--- src/rtl/athena_ioctl_loader.sv ---
// athena_ioctl_loader: source side of the hps_io ROM download port.
// Accepts a (base, length) start command, pulls bytes from a valid/ready
// stream and emits paced single-cycle ioctl_wr strobes at incrementing
// addresses. WR_GAP idle clocks follow every strobe so that sinks clocked
// by slow clock enables still capture each byte.
//
// Optional build macro: ATHENA_IOCTL_LOADER_CSUM_EN adds a 16-bit additive
// checksum output (csum) of all bytes written in the current transfer.
//
// state  | meaning
// IDLE   | waiting for start; address/data hold their last values
// FETCH  | s_ready high, waiting for a stream byte
// WRITE  | one-cycle ioctl_wr strobe
// GAP    | pacing countdown; address advances on its last cycle
// FINISH | one-cycle done pulse

module athena_ioctl_loader #(
  parameter int WR_GAP = 8,
  parameter int LEN_W  = 20
) (
  input  logic             clk,
  input  logic             reset,
  input  logic             start,
  input  logic [24:0]      base_addr,
  input  logic [LEN_W-1:0] length,
  input  logic             s_valid,
  input  logic [7:0]       s_data,
  output logic             s_ready,
  output logic [24:0]      ioctl_addr,
  output logic [7:0]       ioctl_data,
  output logic             ioctl_wr,
  output logic             ioctl_download,
  output logic             busy,
  output logic             done
`ifdef ATHENA_IOCTL_LOADER_CSUM_EN
  ,
  output logic [15:0]      csum
`endif
);

  typedef enum logic [2:0] {
    IDLE   = 3'd0,
    FETCH  = 3'd1,
    WRITE  = 3'd2,
    GAP    = 3'd3,
    FINISH = 3'd4
  } state_t;

  localparam logic [7:0]       GAP_LOAD  = 8'(WR_GAP - 1);
  localparam logic [LEN_W-1:0] LEN_ZERO  = '0;
  localparam logic [LEN_W-1:0] LEN_ONE   = LEN_W'(1);

  state_t           state_q, state_d;
  logic [24:0]      addr_q, addr_d;
  logic [7:0]       data_q, data_d;
  logic [LEN_W-1:0] remain_q, remain_d;
  logic [7:0]       gap_q, gap_d;
  logic             dl_q, dl_d;
`ifdef ATHENA_IOCTL_LOADER_CSUM_EN
  logic [15:0]      csum_q, csum_d;
`endif

  // State and datapath registers with synchronous reset.
  always_ff @(posedge clk) begin
    if (reset) begin
      state_q  <= IDLE;
      addr_q   <= '0;
      data_q   <= '0;
      remain_q <= '0;
      gap_q    <= '0;
      dl_q     <= 1'b0;
`ifdef ATHENA_IOCTL_LOADER_CSUM_EN
      csum_q   <= '0;
`endif
    end else begin
      state_q  <= state_d;
      addr_q   <= addr_d;
      data_q   <= data_d;
      remain_q <= remain_d;
      gap_q    <= gap_d;
      dl_q     <= dl_d;
`ifdef ATHENA_IOCTL_LOADER_CSUM_EN
      csum_q   <= csum_d;
`endif
    end
  end

  // Next-state decode.
  always_comb begin
    state_d = state_q;
    unique case (state_q)
      IDLE: begin
        if (start) begin
          state_d = (length == LEN_ZERO) ? FINISH : FETCH;
        end
      end
      FETCH: begin
        if (s_valid) state_d = WRITE;
      end
      WRITE: state_d = GAP;
      GAP: begin
        if (gap_q == 8'd0) begin
          // remain_q still holds the pre-decrement count here
          state_d = (remain_q == LEN_ONE) ? FINISH : FETCH;
        end
      end
      FINISH: state_d = IDLE;
      default: state_d = IDLE;
    endcase
  end

  // Datapath next values: address, data, remaining count, pacing counter.
  always_comb begin
    addr_d   = addr_q;
    data_d   = data_q;
    remain_d = remain_q;
    gap_d    = gap_q;
    dl_d     = dl_q;
`ifdef ATHENA_IOCTL_LOADER_CSUM_EN
    csum_d   = csum_q;
`endif
    unique case (state_q)
      IDLE: begin
        if (start) begin
          addr_d   = base_addr;
          remain_d = length;
          dl_d     = (length != LEN_ZERO);
`ifdef ATHENA_IOCTL_LOADER_CSUM_EN
          csum_d   = '0;
`endif
        end
      end
      FETCH: begin
        if (s_valid) data_d = s_data;
      end
      WRITE: begin
        gap_d  = GAP_LOAD;
`ifdef ATHENA_IOCTL_LOADER_CSUM_EN
        csum_d = csum_q + {8'h00, data_q};
`endif
      end
      GAP: begin
        if (gap_q != 8'd0) begin
          gap_d = gap_q - 8'd1;
        end else begin
          addr_d   = addr_q + 25'd1;
          remain_d = remain_q - LEN_ONE;
          // download must already be low in the FINISH cycle
          if (remain_q == LEN_ONE) dl_d = 1'b0;
        end
      end
      default: ;
    endcase
  end

  // Outputs decoded from state only.
  always_comb begin
    s_ready  = (state_q == FETCH);
    ioctl_wr = (state_q == WRITE);
    done     = (state_q == FINISH);
    busy     = (state_q != IDLE);
  end

  assign ioctl_addr     = addr_q;
  assign ioctl_data     = data_q;
  assign ioctl_download = dl_q;
`ifdef ATHENA_IOCTL_LOADER_CSUM_EN
  assign csum           = csum_q;
`endif

endmodule

--- config.mk ---
export PLATFORM = sky130hd
export DESIGN_NAME = athena_ioctl_loader
export DESIGN_NICKNAME = d
export VERILOG_FILES = /design/src/rtl/athena_ioctl_loader.sv
export SDC_FILE = /design/constraint.sdc
export NUM_CORES = 1
export LEC_CHECK = 0
export CAP_MARGIN = 25
export CORE_ASPECT_RATIO = 0.9
export CORE_UTILIZATION = 44
export CTS_CLUSTER_SIZE = 20
export DETAILED_ROUTE_END_ITERATION = 16
export PLACE_DENSITY = 0.73
export SYNTH_ARGS = -nofsm -noshare
export SYNTH_HDL_FRONTEND = slang
export SYNTH_SLANG_ARGS = --single-unit
--- constraint.sdc ---
create_clock -name clk -period 3.1 [get_ports clk]
set_input_delay 0.62 -clock clk [delete_from_list [all_inputs] [get_ports clk]]
set_output_delay 0.62 -clock clk [all_outputs]
set_load 0.02 [all_outputs]
==> results.yml <==
floorplanning:
  ios: 95
  die_area_um2: 8880
  rows: 31
  start_util: 0.460
  die_w_um: 99.2
  die_h_um: 89.5
  fp.coreArea_um2: 8150
worst_setup_path:
  path_buf_inv: 1
  critPathLaunchType: "register"
  critPathMaxStageDelay_ns: 0.66
  reg2reg_depth: 5
  required_ns: 2.48
  endpoint_kind: "output port"
  path_delay_family: "buffers and inverters"
  crit_fanout: 10
  rr_endpoint: "ioctl_addr[10]"
  slowest_stage: "clkdlybuf4s50_1"
  crit_chain: "nand2b_1 > nor2_1 > clkdlybuf4s50_1"
  reg2reg_slack_ns: 0.63
  rr_startpoint: "state_q[0]"
  worstPathArrival_ns: 1.91
  path_class: "register to output port"
power_and_ir_drop:
  p_leak_nw: 1.70
  vdd_drop_max_v: 0.000372
  p_per_area_nw_per_um2: 744
  total_power_w: 0.00370
detailed_routing:
  ant_nets: 0
  drc_errors: 0
  viasPerCell: 6.09
  drtIter0Drc: 208
  dr_total_vias: 4184
  wire_per_inst_um: 16.6
  routed_wl_um: 11400
  drt-pass1-iter-count: 5
place:
  place_hpwl_um: 7950
  io_buffer_count: 94
  place_congestion: 0.878
  dp_slack_ns: 0.431
timing:
  hold_ws_ns: 0.460
  setup_viol: 0
  fmax_ghz: 0.395
  slew_headroom: 0.381
  layout_setup_ws_ns: 0.571
  finalHoldViolations: 0
  min_period_over_period: 0.816
  slew_viol_final: 0
  tns_ns: 0
  tightest_slew_ns: 0.919
  rsz0062_at_grt: "no"
  finalClockSkew_ns: 0.0106
  fin_crit_ns: 2.53
worst_hold_path:
  hold_class: "register to register"
  min_path_cells: 2
  min_to: "ioctl_data[0]"
  worstHoldStart: "ioctl_data[0]"
outcome:
  status: "complete, no violations"
global_route:
  grt_first_pass_wirelength_um: 18500
  grt_pass1_vias: 3823
  grt_max_degree: 45
  grt_overflow: 0
  grt_use_total: 0.263
  grt_antenna_before_repair: 0
cts:
  clockRootBuffer: "clkbuf_8"
  clock_latency_ns: 0.35
  ctsResizeCount: 0
  cts-buffers-inserted: 9
  cts_tree: "built"
  cts_buffer_depth: 2
  hold_buffers: 0
  post_cts_buffers: 0
  clk_pin_slew_ns: 0.07
  cts.sinks: 65
  htree_levels: 3
logic_synthesis:
  netlist_area_um2: 3740
  synth_ff_type: "dfxtp_1"
  synth.avg_cell_area_um2: 7.43
  ys_warn_count: 0
  synth_edf_count: 0
  synth_top_area_share: 0.348
  synthCells: 504
  yosys.area.top_type: "dfxtp_1"
  synth_cell_types: 55
  synth_seq_cells: 65
  async_reset_ff_frac: 0
  synthesis.nets: 566
  synth_top_cells_by_area: "dfxtp_1 35%, a21oi_1 6.7%, nand2_1 5.6%, o21ai_0 4.8%, nor2_1 4.3%"
  yosysSeqAreaShare: 0.348
job:
  maxCapViolations: 0
layout:
  antennaDiodeCount: 0
  drive_gt1_frac: 0.0731
  synthToLayoutAreaGrowth_pct: 32.9
  finish.utilization: 0.611
  nets: 645
power breakdown:
group / internal (W) / switching (W) / total, W
combinational: 0.000705 / 0.000899 / 0.00160
clock: 0.000452 / 0.000345 / 0.000798
sequential: 0.00103 / 0.000267 / 0.00130
synth_stat cells, drive strengths merged (5+ instances only):
cell type / count
nor3: 15
a21oi: 50
a211oi: 18
or3: 10
nand3: 25
o22ai: 6
nand2: 56
inv: 8
and3: 9
nor4: 16
nor2: 43
ha: 5
nand4: 10
or4: 5
clkbuf: 37
dfxtp: 65
a22oi: 7
a31oi: 11
o21ai: 36
placed cells by master, fill, tap and decap left out, drive strengths merged, types with 4 or more instances in the layout:
cell type	synthesis	layout
and3	9	9
or4	5	5
a21oi	50	50
nor4	16	16
buf	4	16
ha	5	5
xor2	4	4
nand2	56	56
or3	10	10
o31ai	4	4
clkbuf	37	11
a22oi	7	7
nor2	43	43
a2bb2oi	4	4
o22ai	6	6
clkdlybuf4s50	0	93
o21ai	36	36
and2	4	4
inv	8	8
nand4	10	10
a31oi	11	11
nor3	15	15
a211oi	18	18
nand3	25	25
dfxtp	65	65
metrics by stage:
step / instances / cell area [um^2]
after floorplan: 504 / 3740
after CTS: 687 / 4970
after global placement: 671 / 4760
after global routing: 687 / 4970
final: 687 / 4970
after detailed placement: 671 / 4760
metal layers:
layer  global-route usage  wire length [um]
met5                    0                 0
met1                0.349              5240
met3               0.0657               837
met4               0.0762               136
met2                0.427              5190
registers in the layout, summed over array words and instances (netlist names):
| signal | flops |
|---|---|
| ioctl_addr | 25 |
| remain_q | 20 |
| gap_q | 8 |
| ioctl_data | 8 |
| state_q | 3 |
| ioctl_download | 1 |
how the worst max path moves through the flow:
stage | from | end | slack (ns) | depth (start not counted)
CTS | state_q[1] | ioctl_wr | 0.56 | 3
global route | state_q[1] | ioctl_wr | 0.41 | 3
finish | state_q[1] | ioctl_wr | 0.57 | 3
detailed placement | start | ioctl_addr[2] | 0.43 | 7
floorplan | remain_q[0] | remain_q[18] | 0.78 | 8
global placement | start | ioctl_addr[2] | 0.51 | 7
final cells by class:
type / instances / area [um^2]
fill: 726 / 3170
multi-input combinational: 390 / 2260
clock inverter: 5 / 80.1
inverter: 8 / 30.0
timing repair buffer: 109 / 1050
clock buffer: 11 / 131
tap: 99 / 124
sequential: 65 / 1300
worst register-to-register path, cell delays in order, from the launching register on:
cell and delay [ns]:
dfxtp_1 0.59, and3b_2 0.57, a31o_2 0.60, buf_4 0.31
a21oi_1 0.10, a211oi_1 0.23
kinds of logic after synthesis:
family | synth area share
flops | 0.348
xor+xnor | 0.0117
simple gates | 0.294
buf+inv | 0.0508
compound gates | 0.279
fa+ha+maj | 0.0167
(Power assumes the default switching activity.)
